## src/rtl/task_sequencer_pkg.sv

```systemverilog
// Shared types and default sizing for the task sequencer and its interrupt latch.
package task_sequencer_pkg;

  typedef enum logic [1:0] {
    StRun    = 2'd0,
    StDrain  = 2'd1,
    StVector = 2'd2
  } state_e;

  localparam int unsigned DefStages = 3;
  localparam int unsigned DefIdW    = 3;

endpackage

```

## src/rtl/irq_latch.sv

```systemverilog
// Interrupt sampling, optional per-ID masking, pending flag, latched ID and global enable.
// Build with QISP_IRQ_MASK_EN defined to add the per-ID mask register.
module irq_latch
  import task_sequencer_pkg::*;
#(
  parameter int unsigned ID_W = DefIdW
) (
  input  logic                 clk_i,
  input  logic                 rst_ni,
  input  logic                 irq_i,
  input  logic [ID_W-1:0]      irq_id_i,
  input  logic                 en_set_i,
  input  logic                 en_clr_i,
  input  logic                 ret_i,
  input  logic                 mask_we_i,
  input  logic [2**ID_W-1:0]   mask_data_i,
  input  logic                 vector_i,
  output logic                 pending_o,
  output logic [ID_W-1:0]      id_o,
  output logic                 enabled_o
);

  logic            pending_q, pending_d;
  logic [ID_W-1:0] id_q, id_d;
  logic            enabled_q, enabled_d;
  logic            accept;

`ifdef QISP_IRQ_MASK_EN
  logic [2**ID_W-1:0] mask_q, mask_d;

  always_comb begin
    mask_d = mask_q;
    if (mask_we_i) mask_d = mask_data_i;
  end

  always_ff @(posedge clk_i) begin
    if (!rst_ni) mask_q <= '1;
    else         mask_q <= mask_d;
  end

  assign accept = mask_q[irq_id_i];
`else
  logic unused_mask;
  assign unused_mask = ^{mask_we_i, mask_data_i};
  assign accept      = 1'b1;
`endif

  always_comb begin
    pending_d = pending_q;
    id_d      = id_q;
    enabled_d = enabled_q;
    // Only one request is held at a time; later requests are dropped until vectored.
    if (vector_i) begin
      pending_d = 1'b0;
    end else if (irq_i && !pending_q && accept) begin
      pending_d = 1'b1;
      id_d      = irq_id_i;
    end
    if (vector_i)                 enabled_d = 1'b0;
    else if (en_clr_i)            enabled_d = 1'b0;
    else if (en_set_i || ret_i)   enabled_d = 1'b1;
  end

  always_ff @(posedge clk_i) begin
    if (!rst_ni) begin
      pending_q <= 1'b0;
      id_q      <= '0;
      enabled_q <= 1'b0;
    end else begin
      pending_q <= pending_d;
      id_q      <= id_d;
      enabled_q <= enabled_d;
    end
  end

  assign pending_o = pending_q;
  assign id_o      = id_q;
  assign enabled_o = enabled_q;

endmodule

```

## src/rtl/task_sequencer.sv

```systemverilog
// Task-selector pipeline that drains its stages and vectors a latched interrupt.
// QISP_IRQ_MASK_EN enables the per-ID interrupt mask inside irq_latch.
module task_sequencer
  import task_sequencer_pkg::*;
#(
  parameter int unsigned STAGES = DefStages,
  parameter int unsigned ID_W   = DefIdW
) (
  input  logic               clk,
  input  logic               a_rst,
  input  logic               stall,
  input  logic               flush,
  input  logic               irq,
  input  logic [ID_W-1:0]    irq_id,
  input  logic               irq_en_set,
  input  logic               irq_en_clr,
  input  logic               irq_ret,
  input  logic               mask_we,
  input  logic [2**ID_W-1:0] mask_data,
  output logic [STAGES-1:0]  ts,
  output logic               irq_take,
  output logic [ID_W-1:0]    irq_vec,
  output logic               irq_enabled,
  output logic               irq_pending
);

  state_e            state_q, state_d;
  logic [STAGES-1:0] ts_q, ts_d;
  logic              take_q, take_d;
  logic [ID_W-1:0]   vec_q, vec_d;
  logic [ID_W-1:0]   latched_id;

  irq_latch #(
    .ID_W (ID_W)
  ) u_irq_latch (
    .clk_i       (clk),
    .rst_ni      (a_rst),
    .irq_i       (irq),
    .irq_id_i    (irq_id),
    .en_set_i    (irq_en_set),
    .en_clr_i    (irq_en_clr),
    .ret_i       (irq_ret),
    .mask_we_i   (mask_we),
    .mask_data_i (mask_data),
    .vector_i    (state_q == StVector),
    .pending_o   (irq_pending),
    .id_o        (latched_id),
    .enabled_o   (irq_enabled)
  );

  always_comb begin
    state_d = state_q;
    unique case (state_q)
      StRun:    if (!stall && irq_pending && irq_enabled) state_d = StDrain;
      StDrain:  if (!stall && (ts_q[STAGES-1:1] == '0))   state_d = StVector;
      // The vector cycle always completes so irq_take stays a single-cycle pulse.
      StVector: state_d = StRun;
      default:  state_d = StRun;
    endcase
  end

  always_comb begin
    ts_d = ts_q;
    if (flush) begin
      ts_d    = '0;
      ts_d[0] = (state_d == StRun);
    end else if (!stall) begin
      ts_d = {ts_q[STAGES-2:0], (state_d == StRun)};
    end
    take_d = (state_d == StVector);
    vec_d  = take_d ? latched_id : '0;
  end

  always_ff @(posedge clk) begin
    if (!a_rst) begin
      state_q <= StRun;
      ts_q    <= '0;
      take_q  <= 1'b0;
      vec_q   <= '0;
    end else begin
      state_q <= state_d;
      ts_q    <= ts_d;
      take_q  <= take_d;
      vec_q   <= vec_d;
    end
  end

  assign ts       = ts_q;
  assign irq_take = take_q;
  assign irq_vec  = vec_q;

endmodule

```

## config.mk

```make
export PLATFORM = sky130hd
export DESIGN_NAME = task_sequencer
export DESIGN_NICKNAME = d
export VERILOG_FILES = /design/src/rtl/task_sequencer_pkg.sv /design/src/rtl/irq_latch.sv /design/src/rtl/task_sequencer.sv
export SDC_FILE = /design/constraint.sdc
export NUM_CORES = 1
export LEC_CHECK = 0
export CAP_MARGIN = 20
export CORE_MARGIN = 1
export CORE_UTILIZATION = 25
export DETAILED_ROUTE_END_ITERATION = 7
export MAX_ROUTING_LAYER = met4
export PLACE_DENSITY = 0.55
export SETUP_SLACK_MARGIN = 0.2
export SLEW_MARGIN = 20
export SYNTH_ARGS = -nofsm -noshare
export SYNTH_HDL_FRONTEND = slang
export SYNTH_SLANG_ARGS = --single-unit
```

## constraint.sdc

```tcl
create_clock -name clk -period 1.1 [get_ports clk]
set_clock_uncertainty 0.2 [all_clocks]
set_input_delay 0.22 -clock clk [delete_from_list [all_inputs] [get_ports clk]]
set_output_delay 0.22 -clock clk [all_outputs]
set_load 0.005 [all_outputs]
```

==> summary.md, run 1 <==
| Metric | Value |
|---|---|
| Grt total ovfl | `0` |
| CTS clk-pin slew, worst paths | `0.09 ns` |
| Commonest non-fill, non-tap cell in the layout | `buf_6` |
| CTS root buf | `clkbuf_4` |
| Dpl hpwl | `818 um` |
| Worst-Margin Slew | `0.277 ns` |
| Largest family of logic cells by synthesized area | `simple AND/OR/NAND/NOR gates` |
| CTS buffer count | `3` |
| Crit start category | `register` |
| Area grow syn2layout | `80.3%` |
| Via count | `468` |
| Sequential share of the synthesized area | `0.532` |
| P_leak | `0.417 nW` |
| CP Class | `reg -> reg` |
| Port Buffers | `19` |
| Inserted Diodes | `0` |
| Final worst slack | `-0.143 ns` |
| Layout cells sized above 1 | `0.541` |
| Mapped Cells | `49` |
| Die area | `0.00229 mm2` |
| Crit path capture type | `register` |
| Remaining antenna violation count | `0` |
| Synthesized area | `527 um2` |
| Failing checks | `setup timing` |
| Peak VDD IR | `440 uV` |
| Die height | `47.9 um` |
| Initial Utilization | `0.268` |
| Synth Area per Inst | `10.8 um2` |
| Worst path required time | `1.11 ns` |
| Post-synth cell types | `17` |
| Worst Hold Class | `in -> reg` |
| CTS H-tree lvls | `1` |
| Post-Place Cells | `106` |
| CTS Hold Bufs | `0` |
| Syn. warnings | `0` |
| RSZ-0062 raised after global routing | `yes` |
| Adder-cell share of the synthesized area | `0` |
| Relative slew slack | `0.815` |
| DRT Pass-1 Iters | `3` |
| Seq cells post-synth | `14` |
| Detailed Route WL | `1.13 mm` |
| Largest net degree at the start of global routing | `9` |
| Total of max-cap violations | `0` |
| Power per cell area | `1130 mW/mm2` |
| Commonest cells after routing, fill and taps aside | `12 x buf_6, 7 x clkdlybuf4s50_1, 7 x dfxtp_2, 7 x buf_4` |
| Xor/xnor share of the synthesized area | `0` |
| Row count | `16` |
| Final Max Tran Viols | `0` |
| Per-cell routed wire length | `10.1 um` |
| Clk_lat worst skew | `0.28 ns` |
| First-pass GRT wire length | `1.77 mm` |
| Synth Area in Compound Gates | `0.0618` |
| WP data arrival | `1.25 ns` |
| Worst-path fanout max | `3` |
| Routability cong. | `0.623` |
| Ranking of synthesized cells by area | `dfxtp_1 53%, mux2i_1 9.5%, and4b_2 4.3%` |
| Die Wd | `47.9 um` |
| # setup viols final | `17` |
| Max Fclk | `805 MHz` |
| Min Hold Slack | `0.170 ns` |
| Final #Nets | `106` |
| CTS tree | `yes` |
| Final Hold Fails | `0` |
| GR Util All Layers | `0.123` |
| Clock sink total | `14` |
| Mapped Nets | `69` |
| DRC violations left | `0` |
| DRT iter0 DRCs | `8` |
| Initial antenna violation count | `0` |
| Non-Filler Instances | `112` |
| Fin crit share | `1.13` |
| Post-synth top area share | `0.532` |
| Outcome | `finished with violations` |
| Largest area contributor in the netlist | `dfxtp_1` |
| Post-synthesis mux area share | `0.0950` |
| R2r setup slk | `-0.14 ns` |
| Simple-gate share of the synthesized area | `0.283` |
| Max clock buf depth | `2` |
| Core ar. | `0.00196 mm2` |
| # IOs | `29` |
| Via/cell ratio | `4.18` |
| Number of global-route vias before repair | `417` |
| Period minus WS final | `1.24 ns` |
-- final cells by class --
class	count	area [um2]
inverters	1	3.75
well taps	27	33.8
fillers	192	1010
repair buffers	33	305
clock buffers	4	36.3
multi-input cells	33	278
flip-flops and latches	14	293
-- per-layer routing --
layer / share of wire / wire length, um / track usage / vias up
li1: - / - / - / 243
met1: 0.44 / 498 / 0.152 / 211
met2: 0.48 / 549 / 0.178 / 12
met3: 0.056 / 63 / 0.0226 / 2
met4: 0.019 / 21 / 0.0833 / 0
met5: 0 / 0 / - / -
-- through the flow --
| step | setup WS, ns | power [mW] | setup TNS, ns | cell area (um2) | util |
|---|---|---|---|---|---|
| floorplan | -0.0333 | 0.602 | -0.175 | 541 | - |
| global placement | -0.435 | 0.690 | -6.37 | 840 | 0.428 |
| detailed placement | -0.454 | 0.691 | -6.56 | 840 | 0.428 |
| CTS | -0.143 | 1.07 | -1.06 | 896 | 0.457 |
| global route | -0.218 | 1.14 | -1.87 | 950 | 0.484 |
| finish | -0.143 | 1.08 | -0.997 | 950 | 0.484 |
-- worst max-delay path, stage by stage, from the launching register on --
cell and delay, ns:
dfxtp_2 0.35, nor2b_4 0.13, nor3b_4 0.27, mux2i_1 0.22
-- worst paths after layout --
| kind | start | to | depth (start not counted) |
|---|---|---|---|
| max reg2reg | state_q[1]$_SDFF_PN0_ | u_irq_latch.id_o[2]$_SDFFE_PN0P_ | 3 |
| min | flush | ts[2]$_SDFFE_PP0N_ | 3 |
| max | state_q[1]$_SDFF_PN0_ | u_irq_latch.id_o[2]$_SDFFE_PN0P_ | 3 |
| min reg2reg | u_irq_latch.id_o[0]$_SDFFE_PN0P_ | u_irq_latch.id_o[0]$_SDFFE_PN0P_ | 2 |
-- synth_stat cells --
cell type  number
a311oi_1        1
a31oi_1         1
and2_1          3
and4b_2         2
buf_6           1
dfxtp_1        14
inv_1           1
mux2i_1         5
nand2_1         6
nand2b_1        1
nand2b_4        1
nor2_1          6
nor2b_1         1
nor3_1          2
nor3b_4         1
o31a_1          2
or2b_1          1
-- power breakdown --
group / internal, mW / total [mW] / switching, mW
logic: 0.106 / 0.166 / 0.0598
clock network: 0.201 / 0.375 / 0.174
registers: 0.524 / 0.535 / 0.0110
total: 0.831 / 1.08 / 0.245
-- state kept, by name (all words and copies together), names as in the netlist --
name	flops
irq_take	1
state_q	2
u_irq_latch.id_o	3
ts	3
irq_vec	3
u_irq_latch.enabled_o	1
u_irq_latch.pending_o	1
-- what timing repair did --
item,4_1_cts,5_1_grt
gates resized for setup,57,9
setup buffers,1,1
setup endpoints to repair,23,23
pin swaps,10,2
-- cells by family (layout without fill, tap and decap cells) --
| family | count (synthesis) | after routing |
|---|---|---|
| buf+inv | 2 | 38 |
| simple gates | 24 | 24 |
| mux | 5 | 5 |
| compound gates | 4 | 4 |
| flops | 14 | 14 |
No activity file was read; power rests on OpenSTA's default activity.
==> inputs of run 2 (changes only) <==
--- a/config.mk
+++ b/config.mk
@@ -6,7 +6,6 @@
 export NUM_CORES = 1
 export LEC_CHECK = 0
 export CAP_MARGIN = 20
-export CORE_MARGIN = 1
 export CORE_UTILIZATION = 25
 export DETAILED_ROUTE_END_ITERATION = 7
 export MAX_ROUTING_LAYER = met4
==> results of run 2 <==
No change in the layout: final DEF, timing and power equal those of run 1.
